`src/rtl/vector_alu_engine_pkg.sv`:
```
// Shared types for the vector ALU engine: operation and FSM state encodings.
// Latency: n/a (types and a pure decode function only).
// Backpressure: n/a.
package compute_pkg;

    typedef enum logic [2:0] {
        OP_ADD  = 3'd0,
        OP_SUB  = 3'd1,
        OP_MUL  = 3'd2,
        OP_MAX  = 3'd3,
        OP_MIN  = 3'd4,
        OP_RELU = 3'd5
    } op_t;

    typedef enum logic [2:0] {
        S_IDLE,
        S_RD_A,
        S_WAIT_A,
        S_RD_B,
        S_WAIT_B,
        S_WR,
        S_FIN
    } state_t;

    localparam logic [2:0] OP_LAST_VALID = 3'd5;

    // Encodings 6 and 7 are reserved and behave as ADD; folding them here
    // keeps every latched op a legal enum value.
    function automatic op_t decode_op(input logic [2:0] raw);
        decode_op = (raw > OP_LAST_VALID) ? OP_ADD : op_t'(raw);
    endfunction

endpackage

```
`src/rtl/vector_alu_engine_alu.sv`:
```
// Element-wise ALU: ADD/SUB/MUL(low half)/signed MAX/MIN/RELU with signed overflow flag.
// Latency: combinational.
// Backpressure: none. Ports: a, b, op in; result, ovf out.
module vector_alu
    import compute_pkg::*;
#(
    parameter int DATA_WIDTH = 32
) (
    input  logic [DATA_WIDTH-1:0] a,
    input  logic [DATA_WIDTH-1:0] b,
    input  op_t                   op,
    output logic [DATA_WIDTH-1:0] result,
    output logic                  ovf
);

    localparam int MSB = DATA_WIDTH - 1;

    logic [DATA_WIDTH-1:0] sum;
    logic [DATA_WIDTH-1:0] diff;
    logic                  a_gt_b;

    assign sum    = a + b;
    assign diff   = a - b;
    assign a_gt_b = $signed(a) > $signed(b);

    always_comb begin
        result = sum;
        ovf    = 1'b0;
        case (op)
            OP_ADD: begin
                result = sum;
                // Same-sign operands producing an opposite-sign sum.
                ovf    = (a[MSB] == b[MSB]) && (sum[MSB] != a[MSB]);
            end
            OP_SUB: begin
                result = diff;
                ovf    = (a[MSB] != b[MSB]) && (diff[MSB] != a[MSB]);
            end
            OP_MUL:  result = a * b;
            OP_MAX:  result = a_gt_b ? a : b;
            OP_MIN:  result = a_gt_b ? b : a;
            OP_RELU: result = a[MSB] ? '0 : a;
            default: begin
                result = sum;
                ovf    = (a[MSB] == b[MSB]) && (sum[MSB] != a[MSB]);
            end
        endcase
    end

endmodule

```
`src/rtl/vector_alu_engine.sv`:
```
// Streams A and B vectors from BRAM port B, applies the selected op, writes C back.
// Latency: per element 2*READ_LATENCY+3 cycles (RELU READ_LATENCY+2); done 2 cycles after last WR decision path.
// Backpressure: none; start is a single-cycle request honoured only when idle.
// Ports: start/op/addr_a/addr_b/addr_out/len request, busy/done/ovf status, bram_* port B master.
module vector_alu_engine
    import compute_pkg::*;
#(
    parameter int ADDR_WIDTH   = 13,
    parameter int DATA_WIDTH   = 32,
    parameter int READ_LATENCY = 2
) (
    input  logic                  clk,
    input  logic                  rst_n,
    input  logic                  start,
    input  logic [2:0]            op,
    input  logic [ADDR_WIDTH-1:0] addr_a,
    input  logic [ADDR_WIDTH-1:0] addr_b,
    input  logic [ADDR_WIDTH-1:0] addr_out,
    input  logic [31:0]           len,
    output logic                  busy,
    output logic                  done,
    output logic                  ovf,
    output logic [ADDR_WIDTH-1:0] bram_addr_b,
    output logic [DATA_WIDTH-1:0] bram_din_b,
    input  logic [DATA_WIDTH-1:0] bram_dout_b,
    output logic                  bram_en_b,
    output logic                  bram_we_b
);

    localparam int LAT_W = (READ_LATENCY > 1) ? $clog2(READ_LATENCY) : 1;

    state_t                state, next_state;
    op_t                   op_q;
    logic [ADDR_WIDTH-1:0] base_a, base_b, base_out;
    logic [31:0]           len_q;
    logic [31:0]           idx;
    logic [LAT_W-1:0]      lat_cnt;
    logic [DATA_WIDTH-1:0] a_q, b_q;
    logic [DATA_WIDTH-1:0] alu_result;
    logic                  alu_ovf;
    logic                  lat_done;
    logic                  last_elem;

    assign busy      = (state != S_IDLE);
    assign lat_done  = (lat_cnt == '0);
    assign last_elem = (idx == len_q - 32'd1);

    vector_alu #(.DATA_WIDTH(DATA_WIDTH)) u_alu (
        .a      (a_q),
        .b      (b_q),
        .op     (op_q),
        .result (alu_result),
        .ovf    (alu_ovf)
    );

    always_ff @(posedge clk) begin
        if (!rst_n) state <= S_IDLE;
        else        state <= next_state;
    end

    always_comb begin
        next_state = state;
        case (state)
            S_IDLE:   if (start) next_state = (len == 32'd0) ? S_FIN : S_RD_A;
            S_RD_A:   next_state = S_WAIT_A;
            S_WAIT_A: if (lat_done) next_state = (op_q == OP_RELU) ? S_WR : S_RD_B;
            S_RD_B:   next_state = S_WAIT_B;
            S_WAIT_B: if (lat_done) next_state = S_WR;
            S_WR:     next_state = last_elem ? S_FIN : S_RD_A;
            S_FIN:    next_state = S_IDLE;
            default:  next_state = S_IDLE;
        endcase
    end

    always_ff @(posedge clk) begin
        if (!rst_n) begin
            op_q        <= OP_ADD;
            base_a      <= '0;
            base_b      <= '0;
            base_out    <= '0;
            len_q       <= '0;
            idx         <= '0;
            lat_cnt     <= '0;
            a_q         <= '0;
            b_q         <= '0;
            done        <= 1'b0;
            ovf         <= 1'b0;
            bram_addr_b <= '0;
            bram_din_b  <= '0;
            bram_en_b   <= 1'b0;
            bram_we_b   <= 1'b0;
        end else begin
            done <= 1'b0;
            case (state)
                S_IDLE: begin
                    if (start) begin
                        op_q     <= decode_op(op);
                        base_a   <= addr_a;
                        base_b   <= addr_b;
                        base_out <= addr_out;
                        len_q    <= len;
                        idx      <= '0;
                        ovf      <= 1'b0;
                    end
                end
                S_RD_A: begin
                    bram_en_b   <= 1'b1;
                    bram_we_b   <= 1'b0;
                    bram_addr_b <= base_a + idx[ADDR_WIDTH-1:0];
                    lat_cnt     <= LAT_W'(READ_LATENCY - 1);
                end
                S_WAIT_A: begin
                    if (lat_done) a_q     <= bram_dout_b;
                    else          lat_cnt <= lat_cnt - 1'b1;
                end
                S_RD_B: begin
                    bram_en_b   <= 1'b1;
                    bram_we_b   <= 1'b0;
                    bram_addr_b <= base_b + idx[ADDR_WIDTH-1:0];
                    lat_cnt     <= LAT_W'(READ_LATENCY - 1);
                end
                S_WAIT_B: begin
                    if (lat_done) b_q     <= bram_dout_b;
                    else          lat_cnt <= lat_cnt - 1'b1;
                end
                S_WR: begin
                    // The write strobe lands in the following cycle; the next
                    // RD_A (or FIN) drops it again, so it lasts one cycle.
                    bram_en_b   <= 1'b1;
                    bram_we_b   <= 1'b1;
                    bram_addr_b <= base_out + idx[ADDR_WIDTH-1:0];
                    bram_din_b  <= alu_result;
                    ovf         <= ovf | alu_ovf;
                    idx         <= idx + 32'd1;
                end
                S_FIN: begin
                    done      <= 1'b1;
                    bram_en_b <= 1'b0;
                    bram_we_b <= 1'b0;
                end
                default: ;
            endcase
        end
    end

endmodule

```
`config.mk`:
```
export PLATFORM = sky130hd
export DESIGN_NAME = vector_alu_engine
export DESIGN_NICKNAME = d
export VERILOG_FILES = /design/src/rtl/vector_alu_engine_pkg.sv /design/src/rtl/vector_alu_engine_alu.sv /design/src/rtl/vector_alu_engine.sv
export SDC_FILE = /design/constraint.sdc
export NUM_CORES = 2
export LEC_CHECK = 0
export ABC_AREA = 1
export BUFFER_PORTS_ARGS = -buffer_cell sky130_fd_sc_hd__buf_2
export CAP_MARGIN = 20
export CORE_MARGIN = 5
export CORE_UTILIZATION = 50
export DETAILED_ROUTE_END_ITERATION = 12
export GPL_TIMING_DRIVEN = 1
export PLACE_DENSITY = 0.68
export SYNTH_ARGS = -nofsm -noshare
export SYNTH_HDL_FRONTEND = slang
export SYNTH_HIERARCHICAL = 1
export SYNTH_SLANG_ARGS = --single-unit
```
`constraint.sdc`:
```
create_clock -name clk -period 7.4 [get_ports clk]
set_input_delay 1.11 -clock clk [delete_from_list [all_inputs] [get_ports clk]]
set_output_delay 1.11 -clock clk [all_outputs]
set_load 0.05 [all_outputs]
```
==> qor.yml <==
status:
  outcome: "completed"
yosys:
  synth_edf_count: 0
  netlist_area_mm2: 0.0329
  synth_top_cells_by_count: "1,201 x nand2_1, 1,039 x inv_1, 411 x fa_1"
  synth_top_area_share_pct: 25.0
  synth_area_leader_cell: "fa_1"
  synth_cell_types: 61
  syn_area_per_cell_um2: 6.80
  ys_ff_latch: 223
  async_reset_ff_share_pct: 0
  synth_cells: 4837
  synth_warnings: 6
  ys.flop_type: "dfxtp_1"
  synth.area.top_cells: "fa_1 25%, nand2_1 14%, dfxtp_1 14%"
  syn_nets: 5557
  yosysMostFrequentCell: "nand2_1"
  yosysSeqAreaShare_pct: 13.6
final_layout:
  seq_area_mm2: 0.00447
  nets: 5640
  multi_input_area_mm2: 0.0235
  drive_gt1_share_pct: 8.93
  num-fill-cells: 6411
  area_delta_synth_final_pct: 9.32
floorplanning:
  io_pins: 159
  start_util_pct: 50.2
  die_height_um: 267
  die_x_um: 267
  die_area_mm2: 0.0710
  fp-row-count: 94
  core_area_mm2: 0.0655
timing:
  finalClockSkew_ns: 0.0188
  rsz0062_at_grt: "false"
  worst_pin_slew_ns: 1.14
  setup_tns_ns: 0
  relSlewSlack_pct: 23.9
  max_clock_freq_mhz: 138
  min_period_over_period_pct: 98.0
  drv_slew: 0
  min_period_ns: 7.25
  setup_slack_ns: 0.150
  hold_viol: 0
  setup_viol: 0
global_routing:
  grt_pass1_vias: 30794
  grt_overflow: 0
  grt_max_degree: 118
  grt_pass1_wl_mm: 177
  gr-usage-all-layers_pct: 31.9
  grt_antenna_before_repair: 9
critical_path:
  start_kind: "flip-flop"
  worstPathRequired_ns: 7.84
  end_kind: "flip-flop"
  crit_type: "flip-flop to flip-flop"
  worstPathArrival_ns: 7.69
  cp_max_fo: 13
power_and_ir_drop:
  clkPwrFrac_pct: 27.3
  leakage_nw: 19.7
  p_comb_share_pct: 44.3
  vdd_drop_max_v: 0.000298
  p_int_mw: 2.63
  switching_share_pct: 46.6
  netSwitchingPower_mw: 2.30
  powerDensity_mw_per_mm2: 137
  seq_power_share_pct: 28.5
placed_design:
  place.gp.congestion: 1.00
  place_hpwl_mm: 90.2
  post-place-ws_ns: 0.0986
  port_buffers: 158
clock_tree:
  clock-sinks: 223
  post_cts_resized: 0
  post_cts_buffers: 0
  cts-root-buf: "clkbuf_16"
  cts_tree: "done"
  h-tree-depth: 1
  clkLatencyLatePin_ns: 0.60
  cts_hold_buf: 0
  cts_inserted_buffers: 27
  clock_path_buffers: 3
  path_clk_slew_ns: 0.06
run:
  maxCapViolCount: 0
detailed_routing:
  via_count: 31837
  firstDrtPassIters: 6
  drc: 0
  wl_per_cell_um: 19.9
  drt-total-wl_mm: 115
  drt-initial-drc-count: 3007
  viasPerCell: 5.48
  antenna_left: 0
hold_path:
  min_path_type: "flip-flop to flip-flop"
-- cells in the final DEF (no fill, tap or decap), drive strengths merged, types with 4 or more instances in the layout --
cell / count
a211oi: 8
fa: 411
dfxtp: 223
a31oi: 8
nor3: 36
xor2: 57
a221oi: 8
o22ai: 5
nand4: 46
xnor2: 34
a21o: 16
ha: 200
nand3b: 8
inv: 1051
nand2: 1222
o21bai: 13
a22oi: 4
o21ai: 267
buf: 291
o211ai: 16
o2111ai: 8
nand3: 222
a21oi: 364
nor2: 304
o221ai: 14
o21a: 5
clkbuf: 33
clkinv: 11
or2: 21
nor4: 13
-- path summary, 6_finish.rpt --
path | startpoint | endpoint | slack, ns | depth (start not counted)
min | ovf | ovf | 0.45 | 2
min reg2reg | ovf | ovf | 0.45 | 2
max | b_q[19] | bram_din_b[29] | 0.15 | 26
max reg2reg | b_q[19] | bram_din_b[29] | 0.15 | 26
-- power groups by stage --
stage | Clock (mW) | Sequential, mW | Combinational [mW]
6_report | 1.34 | 1.40 | 2.18
3_5_place_dp | 0 | 1.43 | 2.12
4_1_cts | 1.36 | 1.40 | 2.13
3_3_place_gp | 0 | 1.43 | 2.11
5_1_grt | 1.42 | 1.41 | 2.38
2_1_floorplan | 0 | 1.44 | 1.60
-- layer usage --
metal / vias up / share of wire [%] / global-route usage, %
met5: - / 0.068 / 0
met4: 12 / 6.0 / 14.4
met3: 378 / 9.3 / 5.93
met2: 1510 / 46 / 53.2
met1: 14983 / 38 / 40.4
li1: 14954 / - / -
-- flip-flops by register name, indices dropped and copies added (netlist names) --
register     cells
a_q             32
b_q             32
bram_din_b      32
idx             32
len_q           32
base_a          13
base_b          13
base_out        13
bram_addr_b     13
op_q             3
state            3
bram_en_b        1
bram_we_b        1
done             1
lat_cnt          1
ovf              1
-- critical path: stages, from the launching register on --
cell and delay [ns]:
dfxtp_1 0.86, nand2_1 0.16, fa_1 0.53, inv_1 0.06
fa_1 0.56, inv_1 0.06, fa_1 0.50, fa_1 0.54
inv_1 0.05, fa_1 0.51, fa_1 0.43, fa_1 0.51
fa_1 0.43, ha_1 0.40, nand2_1 0.14, nor2_1 0.17
nand2_1 0.10, nor3_1 0.14, nand2_1 0.08, o211ai_1 0.18
a21oi_1 0.10, o21ai_0 0.15, nand2_1 0.09, nor2_1 0.12
nand3_1 0.09, nand2_1 0.07, a21oi_1 0.07
-- layout make-up --
class | instances | area share (%)
Clock inverter | 16 | 0.407
Timing Repair Buffer | 291 | 5.83
Tap cell | 864 | 3.01
Inverter | 1050 | 11.0
Multi-Input combinational cell | 3327 | 65.3
Antenna cell | 3 | 0.0209
Sequential cell | 223 | 12.4
Clock buffer | 33 | 2.00
-- per-stage QoR --
stage	hold slack, ns	instance area, um^2	util (%)	instances	power (mW)
after detailed placement	0.437	35100	53.5	5754	3.54
after global routing	0.465	36000	54.9	5804	5.22
final	0.451	36000	54.9	5807	4.93
after global placement	0.428	35100	53.5	5754	3.53
after CTS	0.450	35900	54.8	5803	4.89
after floorplan	0.429	32900	-	4837	3.04
-- cell families (layout without fill, tap and decap cells) --
group	Yosys count	count (layout)	share of synthesized area, %
fa+ha+maj	611	611	32.6
compound gates	747	747	12.5
flops	223	223	13.6
buf+inv	1287	1390	15.1
xor+xnor	91	91	2.42
simple gates	1878	1878	23.8
other cells	0	3	0
(Power assumes the default switching activity.)
